File: config.mk
export PLATFORM = sky130hd
export DESIGN_NAME = serial_bus_slave
export DESIGN_NICKNAME = d
export VERILOG_FILES = /design/src/rtl/serial_bus_pkg.sv /design/src/rtl/slave_mem.sv /design/src/rtl/serial_bus_slave.sv
export SDC_FILE = /design/constraint.sdc
export NUM_CORES = 2
export LEC_CHECK = 0
export CAP_MARGIN = 40
export CELL_PAD_IN_SITES_DETAIL_PLACEMENT = 1
export CELL_PAD_IN_SITES_GLOBAL_PLACEMENT = 1
export CORE_MARGIN = 3
export CORE_UTILIZATION = 45
export CTS_BUF_LIST = sky130_fd_sc_hd__clkbuf_4
export DETAILED_ROUTE_END_ITERATION = 10
export GPL_ROUTABILITY_DRIVEN = 0
export GPL_TIMING_DRIVEN = 1
export PLACE_DENSITY_LB_ADDON = 0.2
export SLEW_MARGIN = 10
export SYNTH_ARGS = -nofsm -noshare
export SYNTH_HDL_FRONTEND = slang
export SYNTH_SLANG_ARGS = --single-unit
File: constraint.sdc
create_clock -name clk -period 11.6 [get_ports clk]
set_input_delay 1.74 -clock clk [delete_from_list [all_inputs] [get_ports clk]]
set_output_delay 1.74 -clock clk [all_outputs]
set_load 0.05 [all_outputs]
File: src/rtl/serial_bus_pkg.sv
// Shared encodings for the serial system bus: slave FSM states, op codes and bit order.
// Imported by the slave, and by the master and arbiter that sit on the same bus.
package serial_bus_pkg;

    typedef logic [2:0] state_t;

    localparam state_t ST_IDLE   = 3'd0;
    localparam state_t ST_ADDR   = 3'd1;
    localparam state_t ST_WDATA  = 3'd2;
    localparam state_t ST_COMMIT = 3'd3;
    localparam state_t ST_RDMEM  = 3'd4;
    localparam state_t ST_TX     = 3'd5;
    localparam state_t ST_DRAIN  = 3'd6;

    localparam logic OP_READ  = 1'b0;
    localparam logic OP_WRITE = 1'b1;

    // Every serial field on the bus (address, write data, read data) travels LSB first.
    localparam bit LSB_FIRST = 1'b1;

    function automatic int max_int(input int a, input int b);
        return (a > b) ? a : b;
    endfunction

endpackage

File: src/rtl/slave_mem.sv
// Single-port synchronous RAM with one-cycle registered read.
// Contents are deliberately not reset.
module slave_mem #(
    parameter int DATA_WIDTH = 8,
    parameter int MEM_DEPTH  = 256,
    parameter int MEM_AW     = 8
) (
    input  logic                  clk,
    input  logic                  we,
    input  logic [MEM_AW-1:0]     addr,
    input  logic [DATA_WIDTH-1:0] wdata,
    output logic [DATA_WIDTH-1:0] rdata
);

    logic [DATA_WIDTH-1:0] mem [MEM_DEPTH];

    always_ff @(posedge clk) begin
        if (we) begin
            mem[addr] <= wdata;
        end
        rdata <= mem[addr];
    end

endmodule

File: src/rtl/serial_bus_slave.sv
// Serial bus slave: bit-serial address/write-data receive, ID and range decode,
// and a back-pressured bit-serial read return from local memory.
module serial_bus_slave
    import serial_bus_pkg::*;
#(
    parameter int                        ADDR_WIDTH     = 12,
    parameter int                        SLAVE_ID_WIDTH = 2,
    parameter logic [SLAVE_ID_WIDTH-1:0] SLAVE_ID       = 2'b10,
    parameter int                        DATA_WIDTH     = 8,
    parameter int                        MEM_DEPTH      = 256
) (
    input  logic clk,
    input  logic reset,
    input  logic read_en,
    input  logic write_en,
    input  logic master_valid,
    input  logic master_ready,
    input  logic rx_address,
    input  logic rx_data,
    output logic slave_ready,
    output logic slave_valid,
    output logic tx_data,
    output logic addr_err
);

    localparam int LOCAL_WIDTH = ADDR_WIDTH - SLAVE_ID_WIDTH;
    localparam int MEM_AW      = (MEM_DEPTH > 1) ? $clog2(MEM_DEPTH) : 1;
    localparam int CNT_WIDTH   = $clog2(max_int(ADDR_WIDTH, DATA_WIDTH) + 1);

    localparam logic [CNT_WIDTH-1:0]   ADDR_LAST   = CNT_WIDTH'(ADDR_WIDTH - 1);
    localparam logic [CNT_WIDTH-1:0]   DATA_LAST   = CNT_WIDTH'(DATA_WIDTH - 1);
    localparam logic [LOCAL_WIDTH:0]   DEPTH_LIMIT = (LOCAL_WIDTH + 1)'(MEM_DEPTH);

    state_t                  state_reg, state_next;
    logic [CNT_WIDTH-1:0]    cnt_reg, cnt_next;
    logic                    op_reg, op_next;
    logic [ADDR_WIDTH-1:0]   addr_reg, addr_next;
    logic [DATA_WIDTH-1:0]   data_reg, data_next;
    logic [DATA_WIDTH-1:0]   tx_reg, tx_next;
    logic                    addr_err_reg, addr_err_next;

    logic [ADDR_WIDTH-1:0]   addr_shift;
    logic [DATA_WIDTH-1:0]   data_shift;
    logic [DATA_WIDTH-1:0]   tx_shift;
    logic                    tx_bit;
    logic                    addr_hit;
    logic                    mem_we;
    logic [MEM_AW-1:0]       mem_addr;
    logic [DATA_WIDTH-1:0]   mem_rdata;

    assign addr_shift = LSB_FIRST ? {rx_address, addr_reg[ADDR_WIDTH-1:1]}
                                  : {addr_reg[ADDR_WIDTH-2:0], rx_address};
    assign data_shift = LSB_FIRST ? {rx_data, data_reg[DATA_WIDTH-1:1]}
                                  : {data_reg[DATA_WIDTH-2:0], rx_data};
    assign tx_shift   = LSB_FIRST ? {1'b0, tx_reg[DATA_WIDTH-1:1]}
                                  : {tx_reg[DATA_WIDTH-2:0], 1'b0};
    assign tx_bit     = LSB_FIRST ? tx_reg[0] : tx_reg[DATA_WIDTH-1];

    // Decode looks at the address including the bit arriving this cycle.
    assign addr_hit = (addr_shift[ADDR_WIDTH-1 -: SLAVE_ID_WIDTH] == SLAVE_ID) &&
                      ({1'b0, addr_shift[LOCAL_WIDTH-1:0]} < DEPTH_LIMIT);

    // Reads are launched on the final address edge so the word is ready in RDMEM;
    // COMMIT uses the address already held in addr_reg.
    assign mem_we   = (state_reg == ST_COMMIT);
    assign mem_addr = mem_we ? addr_reg[MEM_AW-1:0] : addr_shift[MEM_AW-1:0];

    slave_mem #(
        .DATA_WIDTH (DATA_WIDTH),
        .MEM_DEPTH  (MEM_DEPTH),
        .MEM_AW     (MEM_AW)
    ) u_mem (
        .clk   (clk),
        .we    (mem_we),
        .addr  (mem_addr),
        .wdata (data_reg),
        .rdata (mem_rdata)
    );

    always_comb begin
        state_next    = state_reg;
        cnt_next      = cnt_reg;
        op_next       = op_reg;
        addr_next     = addr_reg;
        data_next     = data_reg;
        tx_next       = tx_reg;
        addr_err_next = 1'b0;
        case (state_reg)
            ST_IDLE: begin
                if (master_valid) begin
                    if (read_en ^ write_en) begin
                        op_next    = write_en ? OP_WRITE : OP_READ;
                        cnt_next   = '0;
                        state_next = ST_ADDR;
                    end else begin
                        addr_err_next = 1'b1;
                    end
                end
            end
            ST_ADDR: begin
                addr_next = addr_shift;
                cnt_next  = cnt_reg + 1'b1;
                if (cnt_reg == ADDR_LAST) begin
                    cnt_next      = '0;
                    addr_err_next = !addr_hit;
                    if (op_reg == OP_WRITE) begin
                        state_next = addr_hit ? ST_WDATA : ST_DRAIN;
                    end else begin
                        state_next = addr_hit ? ST_RDMEM : ST_IDLE;
                    end
                end
            end
            ST_WDATA, ST_DRAIN: begin
                if (state_reg == ST_WDATA) begin
                    data_next = data_shift;
                end
                cnt_next = cnt_reg + 1'b1;
                if (cnt_reg == DATA_LAST) begin
                    cnt_next   = '0;
                    state_next = (state_reg == ST_WDATA) ? ST_COMMIT : ST_IDLE;
                end
            end
            ST_COMMIT: state_next = ST_IDLE;
            ST_RDMEM: begin
                tx_next    = mem_rdata;
                state_next = ST_TX;
            end
            ST_TX: begin
                if (master_ready) begin
                    tx_next  = tx_shift;
                    cnt_next = cnt_reg + 1'b1;
                    if (cnt_reg == DATA_LAST) begin
                        cnt_next   = '0;
                        state_next = ST_IDLE;
                    end
                end
            end
            default: state_next = ST_IDLE;
        endcase
    end

    always_ff @(posedge clk or posedge reset) begin
        if (reset) begin
            state_reg    <= ST_IDLE;
            cnt_reg      <= '0;
            op_reg       <= OP_READ;
            addr_reg     <= '0;
            data_reg     <= '0;
            tx_reg       <= '0;
            addr_err_reg <= 1'b0;
        end else begin
            state_reg    <= state_next;
            cnt_reg      <= cnt_next;
            op_reg       <= op_next;
            addr_reg     <= addr_next;
            data_reg     <= data_next;
            tx_reg       <= tx_next;
            addr_err_reg <= addr_err_next;
        end
    end

    assign slave_ready = (state_reg == ST_IDLE);
    assign slave_valid = (state_reg == ST_TX);
    assign tx_data     = slave_valid & tx_bit;
    assign addr_err    = addr_err_reg;

endmodule

==> impl_metrics.py <==
metrics = {
    "run_status": {
        "outcome": "finished clean",
    },
    "setup_path": {
        "crit_family": "compound AO/OA/AOI/OAI gates",
        "path_cells": "and3b_1, nor2_1, a21oi_4, buf_4, buf_4, a21oi_1, o41ai_1, a41oi_1, or4_1",
        "crit_top_cell": "buf_4",
        "critPathKind": "reg2reg",
        "crit_slowest_cell": "o41ai_1",
        "critical_path_buf_inv_count": 2,
        "critPathMaxStageDelay_ps": 940,
        "worstSetupEndpointType": "flop",
        "worst_setup_path_start_kind": "flop",
        "cp_max_fo": 43,
        "arrival_ps": 6960,
        "required_ps": 12770,
        "r2r_slack_ps": 5800,
    },
    "floorplan": {
        "dieArea_mm2": 0.178,
        "rows": 152,
        "io_pins": 12,
        "core_area_mm2": 0.172,
        "initial_core_util_pct": 45.4,
        "die_w_um": 422,
        "die_h_um": 422,
    },
    "sta": {
        "slew_viol_final": 0,
        "fmax_mhz": 172,
        "tns_ps": 0,
        "slew_headroom_pct": 25.1,
        "finalHoldViolations": 0,
        "fin_skew_ps": 118,
        "setup_violations": 0,
        "max_slew.worst_pin.slew_ps": 1120,
        "fin_crit_sh_pct": 50.0,
        "rsz0062_at_grt": "no",
        "period_needed_ps": 5800,
    },
    "cts": {
        "clockRootBuffer": "clkbuf_4",
        "postCtsSetupBuffers": 0,
        "cts_buffers": 569,
        "clockBufferDepth": 4,
        "cts_tree": "built",
        "clock_latency_ps": 1360,
        "ctsResizeCount": 0,
        "hold_buffers": 0,
        "clkSlewWorstSetupHoldPaths_ps": 60,
        "cts_num_sinks": 2093,
        "h-tree-depth": 6,
    },
    "power_and_ir_drop": {
        "vdd_drop_max_mv": 0.231,
        "leakage_uw": 0.0273,
        "power.total_uw": 23100,
        "pwr_density_cell_mw_per_mm2": 261,
    },
    "yosys": {
        "syn-cell-area_mm2": 0.0780,
        "avgSynthCellArea_um2": 16.9,
        "ys.flop_type": "edfxtp_1",
        "ys_warn_count": 0,
        "yosysSeqAreaShare_pct": 80.3,
        "synth_edf_count": 2048,
        "yosysTopAreaCell": "edfxtp_1",
        "synthTopCellsByArea": "edfxtp_1 (79%), a22oi_1 (9.9%), a21oi_1 (3.3%), o41ai_1 (1.4%), dfrtp_1 (1.2%)",
        "ys_ff_latch": 2093,
        "synth_nets": 4612,
        "synth_top_area_share_pct": 78.9,
        "async_flop_share_pct": 1.77,
        "synth_cells": 4603,
        "synth.distinct_cells": 50,
    },
    "global_route": {
        "grt_pass1_vias": 49200,
        "overflow": 0,
        "grt_max_degree": 193,
        "gr-usage-all-layers_pct": 25.7,
        "grt_pass1_wl_um": 340000,
        "antenna_found_initial": 8,
    },
    "drt": {
        "drt-initial-drc-count": 5138,
        "wl_per_cell_um": 30.3,
        "met3_length_um": 17800,
        "routed-wl-met2_um": 112000,
        "wirelength_met1_um": 95900,
        "final_antenna_net_count": 0,
        "dr.pass1.iters": 7,
        "viasPerCell": 6.18,
        "drt_wl_total_um": 233000,
        "via_count": 47600,
        "post-route-drc-count": 0,
        "highest_layer": "met5",
    },
    "finish": {
        "finalNetCount": 5043,
        "drive_above_1_share_pct": 20.8,
        "largest_register_ffs": 2048,
        "area_growth_pct": 13.4,
    },
    "flow_run": {
        "drv_cap": 0,
    },
    "worst_hold_path": {
        "hp-class": "reg2reg",
    },
    "placement": {
        "hpwl_um": 133000,
        "io_buffers": 11,
    },
}
layout make-up:
class	count	area (um2)
inverters	4	15.0
well taps	2310	2890
diodes	14	35.0
flip-flops and latches	2093	62600
clock inverters	81	492
multi-input cells	2155	14100
fillers	16300	83500
repair buffers	211	1990
clock buffers	844	6340
cell usage in the layout (no fill, tap or decap), drive strengths merged, types with 20 or more instances in the layout:
| cell type | synthesis | routed |
|---|---|---|
| a41oi | 32 | 32 |
| nor2 | 244 | 244 |
| dfrtp | 37 | 37 |
| buf | 122 | 190 |
| o21ai | 24 | 24 |
| clkbuf | 229 | 846 |
| mux2 | 20 | 20 |
| o41ai | 128 | 128 |
| a21oi | 515 | 515 |
| a22oi | 1025 | 1025 |
| clkinv | 0 | 64 |
| nor3 | 32 | 32 |
| nand2 | 54 | 54 |
| edfxtp | 2048 | 2048 |
stage by stage:
step	util (%)	instance area [um2]	hold slack (ps)	setup slack, ps	instances
2_1_floorplan	-	78000	442	7600	4603
3_3_place_gp	46.9	80600	471	5460	6674
3_5_place_dp	47.4	81500	481	5870	6763
4_1_cts	51.4	88300	494	5840	7688
5_1_grt	51.4	88400	532	5550	7704
6_report	51.4	88400	492	5800	7712
power breakdown:
group / internal, uW / switching [uW]
Clock: 3440 / 2970
Sequential: 9530 / 323
Combinational: 1690 / 5120
per-layer routing:
metal  global-route usage (%)  up-vias
li1                         -    20200
met1                     35.3    24800
met2                     40.8     2167
met3                     5.17      469
met4                     9.83        2
met5                        0        -
worst paths after layout:
check	from	end	depth (start not counted)
min in group asynchronous	reset	cnt_reg[3]$_DFFE_PP0P_	3
setup / recovery	state_reg[2]$_DFFE_PP0P_	u_mem.rdata[6]$_DFF_P_	9
hold reg to reg	tx_reg[4]$_DFFE_PP0P_	tx_reg[4]$_DFFE_PP0P_	2
max in group asynchronous	reset	data_reg[5]$_DFFE_PP0P_	3
hold / removal	tx_reg[4]$_DFFE_PP0P_	tx_reg[4]$_DFFE_PP0P_	2
setup reg to reg	state_reg[2]$_DFFE_PP0P_	u_mem.rdata[6]$_DFF_P_	9
synth_stat cells (all sizes together) (13+ instances only):
library cell	number
buf	122
a22oi	1025
o41ai	128
nand2	54
nor3	32
dfrtp	37
a41oi	32
clkbuf	229
nor2	244
nand2b	13
edfxtp	2048
o21ai	24
mux2	20
a21oi	515
tightest hold or removal path, cell delays in order, from the launching register on:
cell	delay (ps)
dfrtp_1	350
nand2_1	50
o21ai_0	60
logic make-up (layout without fill, tap and decap cells):
family | Yosys count | after routing | synth area share, %
mux | 29 | 29 | 0.404
other cells | 0 | 14 | 0
simple gates | 388 | 388 | 2.16
flops | 2093 | 2093 | 80.3
buf+inv | 355 | 1140 | 1.89
compound gates | 1735 | 1735 | 15.2
xor+xnor | 2 | 2 | 0.0225
fa+ha+maj | 1 | 1 | 0.0160
Note: power is estimated with default switching activity, not from simulation.
